### config.mk
export PLATFORM = sky130hd
export DESIGN_NAME = merge_feed_ctrl
export DESIGN_NICKNAME = d
export VERILOG_FILES = /design/src/rtl/merge_feed_ctrl.sv
export SDC_FILE = /design/constraint.sdc
export NUM_CORES = 1
export LEC_CHECK = 0
export CORE_AREA = 4 4 305 307
export DETAILED_ROUTE_END_ITERATION = 10
export DIE_AREA = 0 0 309 311
export GPL_ROUTABILITY_DRIVEN = 1
export PLACE_DENSITY = 0.43
export SYNTH_ARGS = -nofsm -noshare
export SYNTH_HDL_FRONTEND = slang
export SYNTH_SLANG_ARGS = --single-unit
### constraint.sdc
create_clock -name CLK -period 3.8 [get_ports CLK]
set_input_delay 0.76 -clock CLK [delete_from_list [all_inputs] [get_ports CLK]]
set_output_delay 0.76 -clock CLK [all_outputs]
set_load 0.05 [all_outputs]
### src/rtl/merge_feed_ctrl.sv
// merge_feed_ctrl: sequences two sorted per-way runs into MERGE_NETWORK.
// Takes the smaller head key each cycle, then drains the surviving way.
module merge_feed_ctrl #(
  parameter int E_LOG = 2,
  parameter int DATW  = 64,
  parameter int KEYW  = 32,
  parameter int RUNW  = 16
) (
  input  logic                     CLK,
  input  logic                     RST,
  input  logic                     START,
  input  logic [RUNW-1:0]          RUN_BLOCKS,
  input  logic [(DATW<<E_LOG)-1:0] A_DOT,
  input  logic                     A_EMP,
  output logic                     A_DEQ,
  input  logic [(DATW<<E_LOG)-1:0] B_DOT,
  input  logic                     B_EMP,
  output logic                     B_DEQ,
  input  logic                     STALL,
  output logic [(DATW<<E_LOG)-1:0] SEL_DOT,
  output logic                     SEL_DOTEN,
  output logic                     BUSY,
  output logic                     DONE
);

  localparam int BW = DATW << E_LOG;
  localparam logic [RUNW-1:0] ONE = RUNW'(1);

  typedef enum logic [2:0] {
    IDLE,
    MERGE,
    DRAIN_A,
    DRAIN_B,
    FIN
  } state_t;

  state_t          state;
  logic [RUNW-1:0] rem_a;
  logic [RUNW-1:0] rem_b;
  logic [BW-1:0]   sel_dot;
  logic            sel_en;
  logic            done;
  logic            a_lt;
  logic            a_go;
  logic            b_go;

  // ties go to B, so A wins only on a strictly smaller key
  assign a_lt = A_DOT[KEYW-1:0] < B_DOT[KEYW-1:0];

  // Dequeue decode: at most one way, never past its run length
  always_comb begin
    a_go = 1'b0;
    b_go = 1'b0;
    if (!RST && !STALL) begin
      case (state)
        MERGE: begin
          if (!A_EMP && !B_EMP) begin
            a_go = a_lt && (rem_a != '0);
            b_go = !a_lt && (rem_b != '0);
          end
        end
        DRAIN_A: a_go = !A_EMP && (rem_a != '0);
        DRAIN_B: b_go = !B_EMP && (rem_b != '0);
        default: begin
          a_go = 1'b0;
          b_go = 1'b0;
        end
      endcase
    end
  end

  assign A_DEQ     = a_go;
  assign B_DEQ     = b_go;
  assign SEL_DOT   = sel_dot;
  assign SEL_DOTEN = sel_en;
  assign DONE      = done;
  assign BUSY      = (state == MERGE) ||
                     (state == DRAIN_A) ||
                     (state == DRAIN_B);

  // FSM, run counters and the registered merge-network feed
  always_ff @(posedge CLK) begin
    if (RST) begin
      state   <= IDLE;
      rem_a   <= '0;
      rem_b   <= '0;
      sel_dot <= '0;
      sel_en  <= 1'b0;
      done    <= 1'b0;
    end else begin
      sel_en <= a_go || b_go;
      if (a_go) begin
        sel_dot <= A_DOT;
      end else if (b_go) begin
        sel_dot <= B_DOT;
      end
      done <= (state == FIN);
      case (state)
        IDLE: begin
          if (START) begin
            if (RUN_BLOCKS == '0) begin
              state <= FIN;
            end else begin
              rem_a <= RUN_BLOCKS;
              rem_b <= RUN_BLOCKS;
              state <= MERGE;
            end
          end
        end
        MERGE: begin
          if (a_go) begin
            rem_a <= rem_a - ONE;
            if (rem_a == ONE) state <= DRAIN_B;
          end
          if (b_go) begin
            rem_b <= rem_b - ONE;
            if (rem_b == ONE) state <= DRAIN_A;
          end
        end
        DRAIN_A: begin
          if (a_go) begin
            rem_a <= rem_a - ONE;
            if (rem_a == ONE) state <= FIN;
          end else if (rem_a == '0) begin
            state <= FIN;
          end
        end
        DRAIN_B: begin
          if (b_go) begin
            rem_b <= rem_b - ONE;
            if (rem_b == ONE) state <= FIN;
          end else if (rem_b == '0) begin
            state <= FIN;
          end
        end
        FIN: state <= IDLE;
        default: state <= IDLE;
      endcase
    end
  end

endmodule
## Word-level counts from Yosys, hierarchy flattened

Cells that the tools add are included.

- $add $sub $neg: 2
- Multiply operators: 0
- Div/mod/pow operators: 0
- Magnitude comparators: 1
- Equal/unequal tests: 14
- Shift-type cells: 0
- Multiplexer cells: 27
- Bitwise operators: 0
- Reductions and logical operators: 28

Operators by type and width:

| operator | count |
|---|---|
| $mux 256 | 2 |
| $mux 16 | 4 |
| $pmux 16 s2 | 2 |
| $logic_not 16->1 | 3 |
| $mux 3 | 12 |
| $eq 16x1->1 const B | 2 |
| $lt 32x32->1 | 1 |
| $reduce_bool 16->1 | 2 |
| $sub 16x1->16 const B | 2 |
| $ne 3x2->1 const B | 4 |
| $pmux 3 s4 | 1 |
| $reduce_and 4->1 | 2 |
| $eq 3x2->1 const B | 2 |
| $logic_and 1x1->1 | 6 |
| $reduce_bool 2->1 | 3 |
| $logic_not 1->1 | 5 |
| $reduce_and 5->1 | 1 |
| $mux 1 | 4 |
| $ne 2x1->1 const B | 2 |
| $ne 2x2->1 const B | 2 |
| $pmux 1 s2 | 2 |
| $reduce_or 2->1 | 2 |
| $eq 3x1->1 const B | 1 |
| $eq 3x3->1 const B | 1 |
| other kinds (2) | 4 |

- Flip-flop bits (word level): 293
- Bits in latches: 0
- Bits in writable memories: 0
- Memory bits (read-only): 0
- Bits of input ports: 534
- Output and inout port bits: 261
- Word-level logic and storage cells: 78
- Memories: 0

## Longest topological paths before layout

- Depth after elaboration: 9
- Gate-level depth with buffers: 13
- Mapped depth without buffers: 10

## Worst setup path before layout

Ideal clock, no wire load.

- Path kind: input to output
- Start: input port B_DOT[30]
- End: output port B_DEQ
- Arrival: 3.003 ns
- Required time: 3.040 ns
- Path slack: 0.037 ns
- Stages on the path: 9
- Buffers on the path: 1
- Path through: inv_1 > ha_1 > nand4_1 > or4_1 > nor2_4 > a21boi_2 > nor3_1 > clkbuf_1 > nor2_1

- Word-level cells in the longest chain between the ends: 6

Ends and longest elaborated chain:

| what | line | source |
|---|---|---|
| start: declaration | 16 | `input logic [(DATW<<E_LOG)-1:0] B_DOT,` |
| $lt 32x32->1 | 48 | `assign a_lt = A_DOT[KEYW-1:0] < B_DOT[KEYW-1:0];` |
| $logic_not 1->1 | 59 | `b_go = !a_lt && (rem_b != '0);` |
| $logic_and 1x1->1 | 59 |  |
| $mux 1 | 57 | `if (!A_EMP && !B_EMP) begin` |
| $pmux 1 s2 | 55 | `case (state)` |
| $mux 1 | 54 | `if (!RST && !STALL) begin` |
| end: declaration | 18 | `output logic B_DEQ,` |

No other way between the ends.

## Final worst setup path

- Start: input port B_DOT[5]
- End: output port A_DEQ

- Word-level cells in the longest chain between the ends: 5

Ends and longest elaborated chain:

| what | line | source |
|---|---|---|
| $lt 32x32->1 | 48 |  |
| $logic_and 1x1->1 | 58 | `a_go = a_lt && (rem_a != '0);` |
| $mux 1 | 57 |  |
| $pmux 1 s2 | 55 |  |
| $mux 1 | 54 |  |
| end: declaration | 15 | `output logic A_DEQ,` |

No other way between the ends.

==> tab_implementation.tex <==
\begin{tabular}{lr}
\hline
Metric & Value \\
\hline
\multicolumn{2}{l}{\textbf{Critical path}} \\
Worst setup endpoint & A\_DEQ \\
Maximum net fanout on the critical path & 2 \\
Number of cells traversed by the worst register-to-register path & 10 \\
CP endpoint kind & primary output \\
Crit path launch & B\_DOT[5] \\
Startpoint type of the worst setup path & input pin \\
Reg-to-reg slack, setup & around 0.66 ns \\
Startpoint-to-endpoint class of the critical path & in2out \\
Data required time of the worst path & roughly 3.0 ns \\
Endpoint of the lowest-slack register-to-register path & SEL\_DOT[51] \\
Origin of the critical flop-to-flop path & rem\_a[8] \\
Arrival time of the worst setup path & $\sim$3.0 ns \\
\multicolumn{2}{l}{\textbf{Routing}} \\
Number of detailed-route iterations in the first pass & 5 \\
Antenna viol nets, final & 0 \\
Mean number of vias per cell & $\sim$4.9 \\
Drt initial violations & 1396 \\
Via total after detailed routing & between 15000 and 20000 \\
Wire length reported by the detailed router & just under 90000 um \\
DRC violations left & 0 \\
Per-cell routed wire length & $\sim$23 um \\
\multicolumn{2}{l}{\textbf{Placed design}} \\
Cell count after placement & $\sim$3800 \\
\# port buffers & around 800 \\
Post-detailed-placement half-perimeter wirelength & roughly 66000 um \\
Worst slack at placement & -0.324 ns \\
Final weighted congestion in routability-driven placement & a little under 0.9 \\
\multicolumn{2}{l}{\textbf{Yosys}} \\
Synth Area in Compound Gates & a little over a third \\
Netlist cell types & 57 \\
Warning count from the yosys run & 0 \\
Sequential fraction of the synthesis area & 39.7\% \\
Dominant synthesized flop cell & dfxtp\_1 \\
Average cell area after synthesis & between 7 and 8 um\^{}2 \\
Area share of fa/ha/maj cells after synthesis & 2.97\% \\
Number of nets produced by synthesis & 2482 \\
Synth Area in Simple Gates & between 10\% and 20\% \\
Main combinational cell family by area after synthesis & compound AO/OA/AOI/OAI gates \\
Number of synthesized register bits & between 200 and 300 \\
Xor/xnor share of the synthesized area & less than 1\% \\
Syn Std Cell Area & between 0.01 and 0.015 mm\^{}2 \\
Mux share of post-synthesis cell area & 0\% \\
Count of flip-flops with a built-in enable after synthesis & 0 \\
Post-Synthesis Cells & about 1900 \\
Post-synthesis async set-or-reset flop share & 0\% \\
\multicolumn{2}{l}{\textbf{Cells and area}} \\
Post-route insts no fill & between 3000 and 4000 \\
Synthesis-to-layout area growth & 78.1\% \\
Utilization after layout & 29.2\% \\
Final net count & between 3000 and 4000 \\
FILL cells & 9538 \\
Share of final-layout standard cells stronger than drive strength 1 & under 10\% \\
\multicolumn{2}{l}{\textbf{Timing}} \\
Slew HR & a little over two fifths \\
Setup skew after layout & 0.0260 ns \\
Minimum period implied by the final worst setup slack & between 3 and 4 ns \\
Final setup violating endpoints & 0 \\
Post-route fraction of the period consumed by the critical path & a little over nine tenths \\
Worst Slack Setup Final & 0.0686 ns \\
Number of hold violations in the final report & 0 \\
Setup tns final & 0 ns \\
Fmax achieved & about 0.27 GHz \\
Least-Margin Pin Slew & 0.869 ns \\
Fin. max-slew vios & 0 \\
\multicolumn{2}{l}{\textbf{Clock network}} \\
Clock network latency to the later pin of the worst-skew pair & around 0.57 ns \\
Buffer type at the clock tree root & clkbuf\_16 \\
TritonCTS clock tree & done \\
Number of sinks handled by clock tree synthesis & 293 \\
Clock tree buffer depth & 3 \\
TritonCTS buffer count & 41 \\
Clock-pin slew of the registers on the worst-case setup and hold paths & $\sim$0.050 ns \\
CTS HTree Levels & 2 \\
\multicolumn{2}{l}{\textbf{Min path}} \\
Hold Path Class & reg2reg \\
Instance count along the most critical hold path & 2 \\
\multicolumn{2}{l}{\textbf{Pwr}} \\
Power per cell area & roughly 340 mW/mm\^{}2 \\
Total power & just under 9 mW \\
Worst vdd rail ir drop & $\sim$0.24 mV \\
Pleak & between 8 and 9 nW \\
\multicolumn{2}{l}{\textbf{Global route}} \\
Pin count of the biggest net entering global routing & around 140 \\
Total routing usage reported by global routing & between 10\% and 20\% \\
Total global routing overflow & 0 \\
Vias in the first global route & 19000 \\
Initial antenna violation count & 23 \\
First-pass GRT wire length & around 130000 um \\
\multicolumn{2}{l}{\textbf{Floorplan}} \\
Number of core rows & 110 \\
Starting utilization of the core area & roughly 16\% \\
Core Footprint & roughly 0.09 mm\^{}2 \\
Die Ht & 311 um \\
Boundary pin count & slightly below 800 \\
Die extent in x & between 300 and 400 um \\
Area enclosed by the die boundary & slightly below 0.1 mm\^{}2 \\
\multicolumn{2}{l}{\textbf{Outcome}} \\
Outcome & complete, no violations \\
\multicolumn{2}{l}{\textbf{Flow run}} \\
Reported max-cap violation count & 0 \\
\hline
\end{tabular}
synthesized netlist by cell type (all sizes together), types with 3 or more instances:
master   number  share of area [%]
o21ai       462                 16
dfxtp       293                 40
nand3       233                7.9
a31oi       231                9.8
clkbuf      176                4.5
a21oi        82                2.8
buf          53                2.0
nor2         46                1.2
nand2        41                1.0
nand4        41                1.7
inv          38               0.97
a32oi        36                2.1
ha           35                3.0
nor3         20               0.71
nor4         17               0.80
o32ai        17                1.0
o311ai       16               0.95
o2111ai      12               0.71
a22oi         9               0.46
or4           7               0.41
or3           6               0.25
o211ai        5               0.25
a221oi        4               0.28
and3          3               0.13
nand2b        3               0.18
o21a          3               0.15
what timing repair did:
item                                    4_1_cts  5_1_grt
pin swaps                                    12       15
gates resized for setup                      71       33
hold buffers                                  0        0
endpoints found under the setup margin        2        2
buffers inserted                              3        1
worst max-delay path, cell delays in order:
cell	delay, ns
clkdlybuf4s50_1	0.48
inv_1	0.04
ha_1	0.31
a21oi_2	0.17
o21ai_1	0.11
a221oi_4	0.26
buf_4	0.16
a21oi_1	0.08
o31a_2	0.38
inv_4	0.07
buf_12	0.13
report_power, final:
part | total, mW | switching, mW | internal (mW) | leakage [nW]
logic | 1.84 | 0.975 | 0.862 | 5.71
clock network | 3.90 | 1.60 | 2.30 | 0.648
registers | 3.22 | 0.0639 | 3.15 | 2.37
total | 8.95 | 2.64 | 6.31 | 8.73
metrics by stage:
stage,cell area (um^2),hold slack (ns)
after floorplan,14800,0.434
after global placement,24500,0.449
after detailed placement,24500,0.457
after CTS,26100,0.453
after global routing,26300,0.489
final,26300,0.468
flip-flops by register name, summed over array words and instances (netlist names):
name and flops:
SEL_DOTEN 1, DONE 1, rem_a 16, state 3, SEL_DOT 256, rem_b 16
area by class of cell:
type | instances | area [um^2] | area share, %
inverters | 39 | 154 | 0.585
clock buffers | 60 | 1190 | 4.52
well taps | 1176 | 1470 | 5.60
multi-input cells | 1352 | 8170 | 31.1
repair buffers | 921 | 9270 | 35.3
clock inverters | 11 | 134 | 0.509
flip-flops and latches | 293 | 5870 | 22.3
diodes | 16 | 40.0 | 0.152
placed cells by master (no fill, tap or decap), drive strengths merged, types with 6 or more instances in the layout:
| cell | instances |
|---|---|
| or3 | 6 |
| a31oi | 231 |
| dfxtp | 293 |
| nand4 | 41 |
| o21ai | 462 |
| buf | 130 |
| diode | 16 |
| or4 | 7 |
| nor2 | 46 |
| nand2 | 41 |
| dlygate4sd2 | 27 |
| a22oi | 9 |
| a32oi | 36 |
| o32ai | 17 |
| nor3 | 20 |
| clkbuf | 60 |
| o2111ai | 12 |
| dlymetal6s2s | 17 |
| clkdlybuf4s50 | 747 |
| nor4 | 17 |
| ha | 35 |
| a21oi | 82 |
| o311ai | 16 |
| nand3 | 233 |
| clkinv | 7 |
| inv | 40 |
worst min path at each step:
| stage | start | end | slack [ns] |
|---|---|---|---|
| after floorplan | rem_a[10] | rem_a[10] | 0.43 |
| after global placement | rem_a[10] | rem_a[10] | 0.45 |
| after detailed placement | rem_a[15] | rem_a[15] | 0.46 |
| after CTS | RST | state[1] | 0.45 |
| after global routing | SEL_DOT[20] | SEL_DOT[20] | 0.49 |
| final | rem_a[10] | rem_a[10] | 0.47 |
metal layers:
| layer | global-route usage, % | share of wire, % | vias up |
|---|---|---|---|
| li1 | - | - | 8815 |
| met1 | 19.9 | 39 | 9069 |
| met2 | 29.4 | 48 | 835 |
| met3 | 6.11 | 9.8 | 134 |
| met4 | 6.21 | 3.1 | 10 |
| met5 | 0 | 0.075 | - |
cell families after synthesis:
| kind of cell | after synthesis |
|---|---|
| AOI/OAI and AO/OA | 887 |
| and+or+nand+nor | 429 |
| DFF | 293 |
| buffers and inverters | 268 |
| adders and majority gates | 35 |
| xor gates and xnor gates | 1 |
Note: power is estimated with default switching activity, not from simulation.
==> RTL change 1: new RTL, config.mk and constraints unchanged <==
Reset style: asynchronous (`RST`), changed in one clocked block.
--- a/src/rtl/merge_feed_ctrl.sv
+++ b/src/rtl/merge_feed_ctrl.sv
@@ -79,7 +79,7 @@
                      (state == DRAIN_B);
 
   // FSM, run counters and the registered merge-network feed
-  always_ff @(posedge CLK) begin
+  always_ff @(posedge CLK or posedge RST) begin
     if (RST) begin
       state   <= IDLE;
       rem_a   <= '0;
Formal check against the unedited RTL: not equivalent (Yosys sat finds a counterexample within 4 cycles, from zero or initial values and one cycle with RST high; the reset may be asserted at any time).
==> RTL change 1 against the original RTL <==
- routed wire length shrank 16%
- synthesized cell count shrank 20%
- via count shrank 22%
- sequential cell count is the same
- sequential share of layout area grew 5.0 points
- synthesized area grew 2.9%
- worst setup slack gained 20 ps
- design area grew 2.1%
Power is not compared: it rests on default switching activity, and its combinational part moved more than twofold at a synthesized area within 25%.
==> RTL change 1: results <==
metrics = {
    "timing": {
        "tightest_slew_ps": 1050,
        "fin_skew_ps": 13.1,
    },
    "cells_and_area": {
        "largest_reg_flops": 256,
        "layout-drive-gt1-share_pct": 9.24,
        "nets": 2921,
    },
    "setup_path": {
        "slowest_delay_ps": 520,
        "crit_arrival_ps": 2950,
        "crit_fanout": 3,
        "worstSetupEndpointType": "primary output",
        "worst_path_max_delay_cell": "clkdlybuf4s50_1",
    },
    "clocking": {
        "cts.clk_slew.worst_paths_ps": 50,
        "htreeDepth": 2,
        "cts-root-buf": "clkbuf_16",
        "cts_buffers": 42,
        "cts_buffer_depth": 3,
        "clkLatencyLatePin_ps": 560,
    },
    "synthesis": {
        "async_flop_share_pct": 100,
        "synth.distinct_cells": 66,
        "synthesis.nets": 2106,
        "ys_top_cells_by_count": "dfrtp_1 (293), nand2_1 (281), mux2i_1 (258), o21ai_1 (206), o21ai_0 (72)",
        "yosysSeqAreaShare_pct": 48.3,
        "synth_mux_area_share_pct": 17.0,
        "synth_xor_area_share_pct": 0.0576,
        "synth_compound_area_share_pct": 15.1,
        "synthAdderAreaFrac_pct": 2.88,
        "yosys-top-cells-area": "dfrtp_1 (48%), mux2i_1 (17%), nand2_1 (6.9%)",
        "netlist.area_leader.share_pct": 48.3,
        "ys_warn_count": 0,
        "ys_seq_elements": 293,
    },
    "status": {
        "outcome": "completed",
    },
    "grt": {
        "grt_pass1_wl_um": 108000,
        "antenna_found_initial": 16,
        "grtUsageTotal_pct": 14.8,
        "grt_max_degree": 133,
        "grt_pass1_vias": 15700,
    },
    "routing": {
        "routed_wirelength_um": 74600,
        "num_vias": 14800,
        "drt_pass1_iterations": 5,
        "remaining_drc_errors": 0,
        "first_iter_violations": 783,
    },
    "placed_design": {
        "place.detailed.hpwl_um": 59000,
        "dp_slack_ps": -210,
        "place_congestion": 0.868,
        "port_buffers": 794,
    },
    "hold_path": {
        "hold_path.class": "primary input to flop",
    },
    "power_and_ir_drop": {
        "p_leak_nw": 11.1,
        "peakVddDrop_mv": 0.429,
    },
}
[RTL change 1: metal layers]
metal	routed length, um	track usage, %	part of all wire (%)
met1	28100	16.4	38
met3	7380	5.92	9.9
met5	126	0	0.17
met2	37500	26.5	50
met4	1400	3.20	1.9
[RTL change 1: final cells by class]
cell class	count	area [um2]
Multi-Input combinational cell	1089	7300
Inverter	46	191
Tap cell	1176	1470
Clock buffer	67	1360
Timing Repair Buffer	880	9020
Fill cell	9387	63200
Clock inverter	7	144
Antenna cell	7	17.5
Sequential cell	293	7330
[RTL change 1: path summary, 6_finish.rpt]
kind	slack [ps]	depth (start not counted)	to	startpoint
min in group asynchronous	870	4	state[0]	RST
setup / recovery	90	11	A_DEQ	B_DOT[3]
setup reg to reg	840	12	SEL_DOT[147]	rem_a[7]
hold / removal	490	3	SEL_DOT[24]	A_DOT[24]
max in group asynchronous	2060	4	SEL_DOT[201]	RST
hold reg to reg	520	1	rem_b[14]	rem_b[14]
[RTL change 1: what timing repair did]
action | in CTS | in global routing
resized for setup | 33 | 74
cloned | 0 | 0
setup buffers | 2 | 1
pin swaps | 16 | 19
hold buffers | 0 | 0
setup endpoints to repair | 2 | 2
[RTL change 1: cells by family after synthesis]
logic type	after synthesis
DFF	293
muxes	258
adders and majority gates	35
and+or+nand+nor	391
buffers and inverters	155
xor gates and xnor gates	1
AOI/OAI and AO/OA	404
[RTL change 1: per-stage QoR]
step | std cells | power, mW | TNS [ps] | area [um2] | hold WS (ps)
after global placement | 3481 | 17.7 | -30770 | 24900 | 493
after floorplan | 1537 | 12.8 | -248800 | 15200 | 470
after global routing | 3562 | 23.1 | 0 | 26800 | 466
final | 3565 | 21.9 | 0 | 26800 | 488
after CTS | 3557 | 22.3 | 0 | 26600 | 513
after detailed placement | 3481 | 17.8 | -32860 | 24900 | 505
[RTL change 1: worst max-delay path, delay by kind of cell]
kind	cells	cell delay, ps
and+or+nand+nor	1	70
buffers and inverters	5	960
AOI/OAI and AO/OA	4	880
adders and majority gates	1	270
[RTL change 1: power by group]
group	switching (mW)	total [mW]	internal [mW]	leakage, nW
combinational	7.84	12.0	4.18	6.81
sequential	1.01	5.63	4.62	3.60
clock	1.56	4.27	2.70	0.732
==> RTL change 2: new RTL, config.mk and constraints unchanged <==
Made on the original files. The parameter `RUNW` goes from 16 to 17.
--- a/src/rtl/merge_feed_ctrl.sv
+++ b/src/rtl/merge_feed_ctrl.sv
@@ -4,7 +4,7 @@
   parameter int E_LOG = 2,
   parameter int DATW  = 64,
   parameter int KEYW  = 32,
-  parameter int RUNW  = 16
+  parameter int RUNW  = 17
 ) (
   input  logic                     CLK,
   input  logic                     RST,
Ports: changed (resized RUN_BLOCKS); port bits go from 795 to 796. The function was not compared with the original's and may differ.
==> RTL change 2 against the original RTL <==
- worst setup slack got worse by 9.6 ps
- design area decreased by 4.8%
- synthesized area is 6.8% lower
- routed wire length is 12% lower
- hold slack about the same
- clock power up 1%
- non-clock buffer count fell by 29
- largest power group unchanged
- sequential cell count increased by 2
- power fell by 2.6%
- first-iteration DRC count down 24%
- synthesized cell count is 3.3% lower
- via count decreased by 13%
==> RTL change 2: results <==
metrics = {
    "placed_design": {
        "place.detailed.hpwl_um": 61400,
        "dp_slack_ps": -151,
        "dpl_cell_area_um2": 23600,
        "place_congestion": 0.836,
        "dp.cells": 3749,
        "port_buffers": 795,
    },
    "routing": {
        "num_vias": 16400,
        "first_iter_violations": 1061,
        "wl_met3_um": 5920,
        "viasPerCell": 4.28,
        "met1_length_um": 31700,
        "drt_pass1_iterations": 7,
        "met2RoutedLength_um": 39400,
    },
    "synthesis": {
        "synth_mux_area_share_pct": 0.145,
        "synthAdderAreaFrac_pct": 3.18,
        "synth_compound_area_share_pct": 27.7,
        "yosys-top-cells-area": "dfxtp_1 (43%), nand2_1 (14%), a31oi_1 (10%)",
        "synth.distinct_cells": 51,
        "synth_cells": 1850,
        "synth_xor_area_share_pct": 0.0636,
        "yosysSeqAreaShare_pct": 42.9,
        "synthesis.nets": 2420,
        "ys_top_cells_by_count": "nand2_1 (507), dfxtp_1 (295), a31oi_1 (230), o21ai_0 (208), clkbuf_1 (111)",
    },
    "status": {
        "outcome": "completed",
    },
    "clocking": {
        "cts_resized": 3,
        "cts_buffers": 42,
        "cts_buffer_depth": 3,
        "cts.sinks": 295,
    },
    "grt": {
        "grtUsageTotal_pct": 15.5,
        "grt_overflow": 0,
        "grt_max_degree": 105,
        "grt_use_met2_pct": 27.3,
        "grt_pass1_wl_um": 113000,
        "antenna_found_initial": 17,
        "use_met3_pct": 4.49,
        "globalRouteMet1Util_pct": 18.0,
    },
    "cells_and_area": {
        "diodes": 17,
        "sh_seq_area_pct": 23.6,
        "fill_cells": 9770,
        "nets": 3190,
        "area_growth_pct": 81.8,
        "buf_share_pct": 36.2,
        "finish.utilization_pct": 27.8,
        "layout-drive-gt1-share_pct": 6.77,
        "seq_area_um2": 5910,
        "num-clock-buffers": 63,
        "multi_input_cells": 1347,
        "multi_input_area_share_pct": 28.2,
        "buffers": 892,
        "clock_cell_area_share_pct": 5.30,
        "inverters": 42,
    },
    "timing": {
        "fin_skew_ps": 26.3,
        "tightest_slew_ps": 1020,
    },
    "setup_path": {
        "crit_family": "buffers and inverters",
        "crit_arrival_ps": 2980,
        "slowest_delay_ps": 510,
        "crit_fanout": 2,
    },
    "power_and_ir_drop": {
        "switching_share_pct": 27.0,
        "peakVddDrop_mv": 0.245,
        "p_leak_nw": 8.48,
    },
}
## RTL change 2: final timing paths
kind	cells past startpoint	from	to	slack [ps]
max	10	B_DOT[13]	A_DEQ	60
min	2	SEL_DOT[21]	SEL_DOT[21]	470
max reg2reg	13	rem_a[12]	SEL_DOT[248]	530
min reg2reg	2	SEL_DOT[21]	SEL_DOT[21]	470
## RTL change 2: worst register-to-register path: stages (launching register included)
cell	delay, ps
dfxtp_1	340
or3_4	410
or4_4	460
nor4_2	230
buf_4	180
nor3_1	60
buf_4	160
a31oi_4	240
buf_4	170
buf_4	150
buf_4	310
buf_4	240
o21ai_0	80
a31oi_1	190
## RTL change 2: power by group through the flow
stage | logic [mW] | clock network, mW | registers (mW)
after floorplan | 0.468 | 0 | 3.47
after global placement | 1.55 | 0 | 3.31
after detailed placement | 1.54 | 0 | 3.30
after CTS | 1.55 | 4.11 | 3.24
after global routing | 1.67 | 4.22 | 3.25
final | 1.54 | 3.94 | 3.24
